===== config.mk =====
export PLATFORM = sky130hd
export DESIGN_NAME = prio_encoder_pipe
export DESIGN_NICKNAME = d
export VERILOG_FILES = /design/src/rtl/prio_encoder_pipe.sv
export SDC_FILE = /design/constraint.sdc
export NUM_CORES = 1
export LEC_CHECK = 0
export BUFFER_PORTS_ARGS = -buffer_cell sky130_fd_sc_hd__buf_2
export CORE_ASPECT_RATIO = 1.1
export CORE_MARGIN = 2
export CORE_UTILIZATION = 56
export DETAILED_ROUTE_END_ITERATION = 6
export GPL_TIMING_DRIVEN = 0
export PLACE_DENSITY = 0.75
export SETUP_SLACK_MARGIN = 0.1
export SLEW_MARGIN = 15
export SYNTH_ARGS = -nofsm -noshare
export SYNTH_HDL_FRONTEND = slang
export SYNTH_SLANG_ARGS = --single-unit

===== constraint.sdc =====
create_clock -name clk -period 11 [get_ports clk]
set_input_delay 0.55 -clock clk [delete_from_list [all_inputs] [get_ports clk]]
set_output_delay 0.55 -clock clk [all_outputs]
set_load 0.02 [all_outputs]

===== src/rtl/prio_encoder_pipe.sv =====
// rtl/prio_encoder_pipe.sv - registered priority encoder with LSB/MSB/round-robin search and popcount
module prio_encoder_pipe #(
  parameter int WIDTH_DATA_IN = 32,
  parameter int WIDTH_IDX     = $clog2(WIDTH_DATA_IN)
) (
  input  logic                     clk,
  input  logic                     rst,
  input  logic                     in_valid,
  output logic                     in_ready,
  input  logic [WIDTH_DATA_IN-1:0] in_data,
  input  logic [1:0]               in_mode,
  output logic                     out_valid,
  input  logic                     out_ready,
  output logic                     out_found,
  output logic [WIDTH_IDX-1:0]     out_idx,
  output logic [WIDTH_DATA_IN-1:0] out_onehot,
  output logic [WIDTH_IDX:0]       out_count
);

  logic [WIDTH_IDX-1:0]     rr_ptr;
  logic [WIDTH_IDX-1:0]     lsb_idx;
  logic [WIDTH_IDX-1:0]     msb_idx;
  logic [WIDTH_IDX-1:0]     rr_idx;
  logic [WIDTH_IDX-1:0]     sel_idx;
  logic [WIDTH_DATA_IN-1:0] sel_onehot;
  logic [WIDTH_IDX:0]       count;
  logic                     found;
  logic                     rr_hit;
  logic                     accept;

  assign in_ready = !out_valid || out_ready;
  assign accept   = in_valid && in_ready;
  assign found    = |in_data;

  always_comb begin
    lsb_idx = '0;
    msb_idx = '0;
    rr_idx  = '0;
    rr_hit  = 1'b0;
    count   = '0;
    for (int i = WIDTH_DATA_IN - 1; i >= 0; i--) begin
      if (in_data[i]) lsb_idx = WIDTH_IDX'(i);
    end
    for (int i = 0; i < WIDTH_DATA_IN; i++) begin
      if (in_data[i]) msb_idx = WIDTH_IDX'(i);
      count = count + {{WIDTH_IDX{1'b0}}, in_data[i]};
    end
    // Walk rr_ptr+1 .. rr_ptr (wrapping); the first set bit wins.
    for (int k = 1; k <= WIDTH_DATA_IN; k++) begin
      int pos;
      pos = int'(rr_ptr) + k;
      if (pos >= WIDTH_DATA_IN) pos = pos - WIDTH_DATA_IN;
      if (!rr_hit && in_data[WIDTH_IDX'(pos)]) begin
        rr_hit = 1'b1;
        rr_idx = WIDTH_IDX'(pos);
      end
    end
  end

  always_comb begin
    case (in_mode)
      2'd1:    sel_idx = msb_idx;
      2'd2:    sel_idx = rr_idx;
      default: sel_idx = lsb_idx;
    endcase
    sel_onehot = found ? (WIDTH_DATA_IN'(1) << sel_idx) : '0;
  end

  always_ff @(posedge clk or posedge rst) begin
    if (rst) begin
      out_valid  <= 1'b0;
      out_found  <= 1'b0;
      out_idx    <= '0;
      out_onehot <= '0;
      out_count  <= '0;
      rr_ptr     <= WIDTH_IDX'(WIDTH_DATA_IN - 1);
    end else if (accept) begin
      out_valid  <= 1'b1;
      out_found  <= found;
      out_idx    <= sel_idx;
      out_onehot <= sel_onehot;
      out_count  <= count;
      if (in_mode == 2'd2 && found) rr_ptr <= rr_idx;
    end else if (out_ready) begin
      out_valid <= 1'b0;
    end
  end

endmodule

==> results of run 1 <==
final cells by class:
class	count	area share
Sequential cell	50	0.110
Timing Repair Buffer	83	0.0375
Tap cell	243	0.0265
Multi-Input combinational cell	1000	0.746
Clock inverter	2	0.00142
Buffer	105	0.0426
Inverter	76	0.0248
Clock buffer	6	0.0121
worst min path at each step:
stage / from / to / slack, ns / cells after the start
2_1_floorplan: out_onehot[0]$_DFFE_PP0P_ / out_onehot[0]$_DFFE_PP0P_ / 0.59 / 2
3_3_place_gp: out_onehot[15]$_DFFE_PP0P_ / out_onehot[15]$_DFFE_PP0P_ / 0.45 / 2
6_report: rst / out_onehot[10]$_DFFE_PP0P_ / 0.28 / 2
4_1_cts: rst / out_onehot[14]$_DFFE_PP0P_ / 0.28 / 2
5_1_grt: rst / out_onehot[14]$_DFFE_PP0P_ / 0.32 / 2
3_5_place_dp: out_onehot[11]$_DFFE_PP0P_ / out_onehot[11]$_DFFE_PP0P_ / 0.46 / 2
flip-flops by register name, summed over array words and instances (netlist names):
signal and count:
out_found 1, out_idx 5, out_count 6, rr_ptr 5
out_valid 1, out_onehot 32
per-layer routing:
layer,vias up,routed length [um]
li1,4944,-
met3,281,5050
met4,0,4240
met1,5514,15900
met5,-,0
met2,966,19500
per-stage QoR:
step	cells	utilization	instance area [um^2]	hold slack (ns)	setup slack (ns)
2_1_floorplan	1231	-	10600	0.587	4.96
3_3_place_gp	1556	0.611	11300	0.452	2.52
3_5_place_dp	1557	0.613	11300	0.455	2.62
4_1_cts	1565	0.621	11500	0.285	2.56
5_1_grt	1565	0.621	11500	0.318	2.04
6_report	1565	0.621	11500	0.275	2.14
worst max-delay path: stages (launching register included):
cell      delay (ns)
dfstp_2         0.66
buf_2           0.32
buf_2           0.30
buf_4           0.25
clkinv_1        0.49
ha_1            0.71
clkbuf_1        0.73
mux4_2          0.41
mux2_2          0.32
mux4_2          0.59
nor3_1          0.74
nand4_1         0.40
or2_4           0.38
clkbuf_1        0.26
a211oi_1        0.40
a2111o_1        0.19
a21o_1          0.12
o221ai_1        0.22
a21oi_1         0.61
clkbuf_1        0.46
o41ai_1         0.11
cell usage in the layout (no fill, tap or decap), drive strengths merged, types with 6 or more instances in the layout:
cell / Yosys / layout
nand2: 126 / 126
buf: 40 / 123
mux4: 83 / 83
inv: 73 / 74
clkbuf: 65 / 71
nor2: 68 / 68
a21oi: 57 / 57
o21ai: 56 / 56
mux2: 53 / 53
mux2i: 53 / 53
dfrtp: 45 / 45
o41ai: 38 / 38
nand3: 37 / 37
nor3: 29 / 29
nor4: 26 / 26
fa: 24 / 24
ha: 23 / 23
xnor2: 23 / 23
a211oi: 21 / 21
nand4: 18 / 18
nand2b: 15 / 15
and2: 15 / 15
and3: 13 / 13
or3: 13 / 13
nor2b: 12 / 12
o31ai: 12 / 12
a21boi: 11 / 11
o21a: 11 / 11
o211ai: 11 / 11
a21o: 10 / 10
xor2: 9 / 9
o22ai: 9 / 9
a22oi: 9 / 9
a31oi: 9 / 9
o22a: 7 / 7
o2111ai: 7 / 7
o221ai: 6 / 6
o21bai: 6 / 6
logic make-up after synthesis:
logic type | after synthesis | share of synthesized area
and+or+nand+nor | 398 | 0.192
AOI/OAI and AO/OA | 334 | 0.232
DFF | 50 | 0.119
muxes | 189 | 0.284
xor gates and xnor gates | 32 | 0.0265
adders and majority gates | 47 | 0.0727
buffers and inverters | 181 | 0.0732
==> summary.md, run 1 <==
| Metric | Value |
|---|---|
| Status | `complete, but fails checks` |
| Failing checks | `DRC` |
| Layout cells sized above 1 | `0.225` |
| DR pass1 iterations | `7` |
| Sequential share of the synthesized area | `0.119` |
| Area occupied by multi-input gates | `8560 um^2` |
| Flops & latches, synth | `50` |
| Ant diodes | `0` |
| Reg-to-Reg End | `out_onehot[21]$_DFFE_PP0P_` |
| Clk_lat worst skew | `0.29 ns` |
| Hold Vio Cnt, Final | `0` |
| Rel. slew slack | `0.118` |
| Top cell type's share of synthesized area | `0.175` |
| Max Clk Rate | `113 MHz` |
| H-tree levels | `2` |
| Vias/cell | `7.48` |
| CP Capture Type | `register` |
| Via count | `11,700` |
| CTS Hold Bufs | `0` |
| Clock Skew | `0.00743 ns` |
| Synthesized area per cell | `8.59 um^2` |
| Syn Nets | `1,316` |
| Worst Path Required | `11.15 ns` |
| Crit path DAT | `9.01 ns` |
| Largest fanout on the critical path | `14` |
| FF-to-FF path depth | `20` |
| Number of global-route vias before repair | `11,300` |
| Io pins | `84` |
| Post-synth top cells | `nand2_1 (125), mux4_2 (82), inv_1 (71), nor2_1 (68), clkbuf_1 (65)` |
| Met3 Track Usage GR | `0.109` |
| Post_cts resized | `0` |
| Initial Utilization | `0.572` |
| Post-synth cell types | `95` |
| Async SR Flop Fraction | `1.00` |
| FF-to-FF setup slack | `2.14 ns` |
| DIE AREA | `20,000 um^2` |
| Worst reg2reg path startpoint | `rr_ptr[2]$_DFFE_PP1P_` |
| HPWL Detailed | `34,600 um` |
| Area grow syn2layout | `8.60%` |
| GRT overflow | `0` |
| GRT Overall Usage | `0.449` |
| Most frequent cell after synthesis | `nand2_1` |
| EDFF count, synth | `0` |
| Core area | `18,500 um^2` |
| TritonCTS clock tree | `done` |
| Min Tclk post-route | `8.86 ns` |
| Worst setup path endpoint | `out_onehot[21]$_DFFE_PP0P_` |
| Synthesized instance count | `1,231` |
| Setup TNS | `0 ns` |
| Met2 Resource Use GR | `0.695` |
| Max-Cap Viols | `0` |
| Synthesized area | `10,600 um^2` |
| Number of antenna violations at the first check in global routing | `0` |
| Max Slew Vio Count | `0` |
| M1 GR Usage | `0.554` |
| GR peak layer | `met2` |
| CTS buffer count | `5` |
| Reg area | `1260 um^2` |
| Row count | `52` |
| Fin nets | `1,406` |
| DR WL/cell | `28.6 um` |
| Clock Tree Buf Depth | `2` |
| Unrepaired setup endpoints after global routing | `no` |
| First-pass GRT wire length | `67,900 um` |
| Fillers | `1,704` |
| Post-synth top area cell | `mux4_2` |
| 1st-iter DRT viols | `1,756` |
| CTS Sinks | `50` |
| Drt total wl | `44,700 um` |
| CTS clk-pin slew, worst paths | `0.07 ns` |
| Worst min path class | `input port to async pin` |
| Largest net degree at the start of global routing | `30` |
| Finish-stage setup viols | `0` |
| DRC viols | `4` |
| Final Cycle Share | `0.805` |
| Final antenna-violating net count | `0` |
| Worst Setup Path Type | `register to register` |
| Main flop type after synthesis | `dfrtp_1` |
| Worst-Margin Slew | `1.31 ns` |
| Critical Path Start | `rr_ptr[2]$_DFFE_PP1P_` |
| Die H | `148 um` |
| Area contributors post-synth | `mux4_2 (17%), dfrtp_1 (11%), mux2_2 (5.6%)` |
| Startpoint Class | `register` |
| Routability cong. | `1.10` |
| YS warnings | `0` |
| Die X-Extent | `135 um` |
| Root buf cell | `clkbuf_16` |
| I/O Buffers | `82` |
| Setup bufs post-CTS | `0` |
Power of run 1 is left out: the tool's default activity adds up to more than one toggle a clock period on the data nets, which glitch-free logic cannot reach.
==> run 2: changes to the inputs <==
--- a/config.mk
+++ b/config.mk
@@ -5,13 +5,14 @@
 export SDC_FILE = /design/constraint.sdc
 export NUM_CORES = 1
 export LEC_CHECK = 0
+export ABC_AREA = 1
 export BUFFER_PORTS_ARGS = -buffer_cell sky130_fd_sc_hd__buf_2
 export CORE_ASPECT_RATIO = 1.1
 export CORE_MARGIN = 2
-export CORE_UTILIZATION = 56
+export CORE_UTILIZATION = 55
 export DETAILED_ROUTE_END_ITERATION = 6
 export GPL_TIMING_DRIVEN = 0
-export PLACE_DENSITY = 0.75
+export PLACE_DENSITY = 0.79
 export SETUP_SLACK_MARGIN = 0.1
 export SLEW_MARGIN = 15
 export SYNTH_ARGS = -nofsm -noshare
==> constraint.sdc (replaced) <==
create_clock -name clk -period 7.1 [get_ports clk]
set_input_delay 0.355 -clock clk [delete_from_list [all_inputs] [get_ports clk]]
set_output_delay 0.355 -clock clk [all_outputs]
set_load 0.02 [all_outputs]
==> summary.md, run 2 <==
| Metric | Value |
|---|---|
| Row count | `45` |
| Worst Path Required | `7.33 ns` |
| FF-to-FF path depth | `40` |
| Core area | `13,700 um^2` |
| Main flop type after synthesis | `dfrtp_1` |
| Max Slew Vio Count | `0` |
| Routability cong. | `1.06` |
| Synthesized area per cell | `5.82 um^2` |
| Sequential share of the synthesized area | `0.165` |
| GRT overflow | `0` |
| Layout cells sized above 1 | `0.135` |
| Worst reg2reg path startpoint | `rr_ptr[3]$_DFFE_PP1P_` |
| CTS buffer count | `5` |
| Final Cycle Share | `0.921` |
| Worst min path class | `input port to async pin` |
| Largest register FFs | `32` |
| Largest Register | `out_onehot` |
| H-tree levels | `2` |
| Number of global-route vias before repair | `8,536` |
| Hold Vio Cnt, Final | `0` |
| Async SR Flop Fraction | `1.00` |
| Crit-path max cell delay | `0.57 ns` |
| Failing checks | `DRC` |
| Final antenna-violating net count | `0` |
| CTS Sinks | `50` |
| Number of antenna violations at the first check in global routing | `0` |
| Most frequent cell after synthesis | `nand2_1` |
| Vias/cell | `5.79` |
| Commonest non-fill, non-tap cell in the layout | `nand2_1` |
| Unrepaired setup endpoints after global routing | `no` |
| DIE AREA | `14,800 um^2` |
| TritonCTS clock tree | `done` |
| Largest net degree at the start of global routing | `30` |
| HPWL Detailed | `21,900 um` |
| DR WL/cell | `17.0 um` |
| Root buf cell | `clkbuf_16` |
| Clk_lat worst skew | `0.29 ns` |
| Status | `complete, but fails checks` |
| Via count | `9,207` |
| Clock Skew | `0.00370 ns` |
| Top cell type's share of synthesized area | `0.195` |
| I/O Buffers | `83` |
| Post-Place Setup Slack | `0.117 ns` |
| CP max-delay cell | `dfstp_2` |
| Max-Cap Viols | `0` |
| Min Tclk post-route | `6.54 ns` |
| Post-synth top area cell | `nand2_1` |
| Post-synth cell types | `49` |
| FF-to-FF setup slack | `0.56 ns` |
| Flops & latches, synth | `50` |
| Area grow syn2layout | `12.2%` |
| Clock Tree Buf Depth | `2` |
| Synthesized instance count | `1,309` |
| First-pass GRT wire length | `42,800 um` |
| Reg-to-Reg End | `out_onehot[1]$_DFFE_PP0P_` |
| GRT Overall Usage | `0.371` |
| Initial Utilization | `0.557` |
| Finish-stage setup viols | `0` |
| Synthesized area | `7620 um^2` |
| EDFF count, synth | `0` |
| Drt total wl | `27,100 um` |
| CTS clk-pin slew, worst paths | `0.07 ns` |
| CP Capture Type | `register` |
| Max Clk Rate | `153 MHz` |
| DRC viols | `1` |
| Post-synth top cells | `nand2_1 (395), nand3_1 (240), inv_1 (150), nor2_1 (130), o21ai_0 (67)` |
| Largest regs | `out_onehot x32, out_count x6` |
| Worst-Margin Slew | `0.770 ns` |
| Crit path DAT | `6.77 ns` |
| DR pass1 iterations | `7` |
| YS warnings | `0` |
| CP most frequent cell | `nand2_1` |
| Die X-Extent | `116 um` |
| Setup TNS | `0 ns` |
| Leading cell types in the layout, fill and taps excluded | `nand2_1 (395), nand3_1 (240), inv_1 (149)` |
| Io pins | `84` |
| Critical Path Start | `rr_ptr[3]$_DFFE_PP1P_` |
| Fin nets | `1,486` |
| 1st-iter DRT viols | `1,088` |
| Ant diodes | `0` |
| Largest fanout on the critical path | `12` |
| Syn Nets | `1,394` |
| Area contributors post-synth | `nand2_1 (19%), nand3_1 (16%), dfrtp_1 (15%)` |
| Worst Setup Path Type | `register to register` |
| Final Worst Setup Slack | `0.562 ns` |
| Die H | `127 um` |
| Rel. slew slack | `0.485` |
| Startpoint Class | `register` |
## run 2: changes by cell type after synthesis, sizes merged, moves of 30 or more
cell / before / now
nand2: 126 / 407
nand3: 37 / 241
inv: 73 / 167
mux4: 83 / 0
nor2: 68 / 141
mux2: 53 / 0
mux2i: 53 / 0
clkbuf: 65 / 17
o41ai: 38 / 0
a21oi: 57 / 27
## run 2: worst max-delay path by stage
stage | to | cells past startpoint
2_1_floorplan | out_onehot[5]$_DFFE_PP0P_ | 43
3_3_place_gp | out_onehot[8]$_DFFE_PP0P_ | 45
3_5_place_dp | out_onehot[8]$_DFFE_PP0P_ | 40
4_1_cts | out_onehot[9]$_DFFE_PP0P_ | 40
5_1_grt | out_onehot[23]$_DFFE_PP0P_ | 38
6_report | out_onehot[1]$_DFFE_PP0P_ | 40
## run 2: routing by layer
| metal | global-route usage | part of all wire |
|---|---|---|
| met1 | 0.452 | 0.37 |
| met2 | 0.612 | 0.46 |
| met3 | 0.0555 | 0.093 |
| met5 | 0 | 0 |
| met4 | 0.230 | 0.079 |
## run 2: what timing repair did
| action | CTS | global route |
|---|---|---|
| hold buffers | 0 | 0 |
| gates cloned | 0 | 0 |
| setup endpoints to repair | 7 | 35 |
| setup buffers | 0 | 3 |
| resized for setup | 1 | 22 |
| pin swaps | 0 | 2 |
## run 2: metrics by stage
step	util	hold WS, ns	cell area (um^2)	std cells
2_1_floorplan	-	0.578	7620	1309
3_3_place_gp	0.604	0.461	8270	1580
3_5_place_dp	0.606	0.460	8300	1581
4_1_cts	0.619	0.170	8470	1588
5_1_grt	0.625	0.197	8550	1590
6_report	0.625	0.146	8550	1590
## run 2: cells by family (layout without fill, tap and decap cells)
family	Yosys count	count (layout)	synth area share
buffers and inverters	215	308	0.115
and+or+nand+nor	851	851	0.502
AOI/OAI and AO/OA	125	125	0.0913
xor gates and xnor gates	21	21	0.0261
adders and majority gates	47	47	0.101
DFF	50	50	0.165
## run 2: worst max-delay path, delay by kind of cell, from the launching register on
family	cells	cell delay [ns]
simple gates	33	4.51
flops	1	0.57
fa+ha+maj	1	0.35
buf+inv	6	1.09
## run 2: area by class of cell
type	count	area [um^2]
clock inverters	3	48.8
plain buffers	41	239
well taps	188	235
fillers	1380	5140
clock buffers	5	125
flip-flops and latches	50	1260
inverters	172	649
repair buffers	87	465
multi-input cells	1044	5530
Power of run 2 is left out for the same reason.
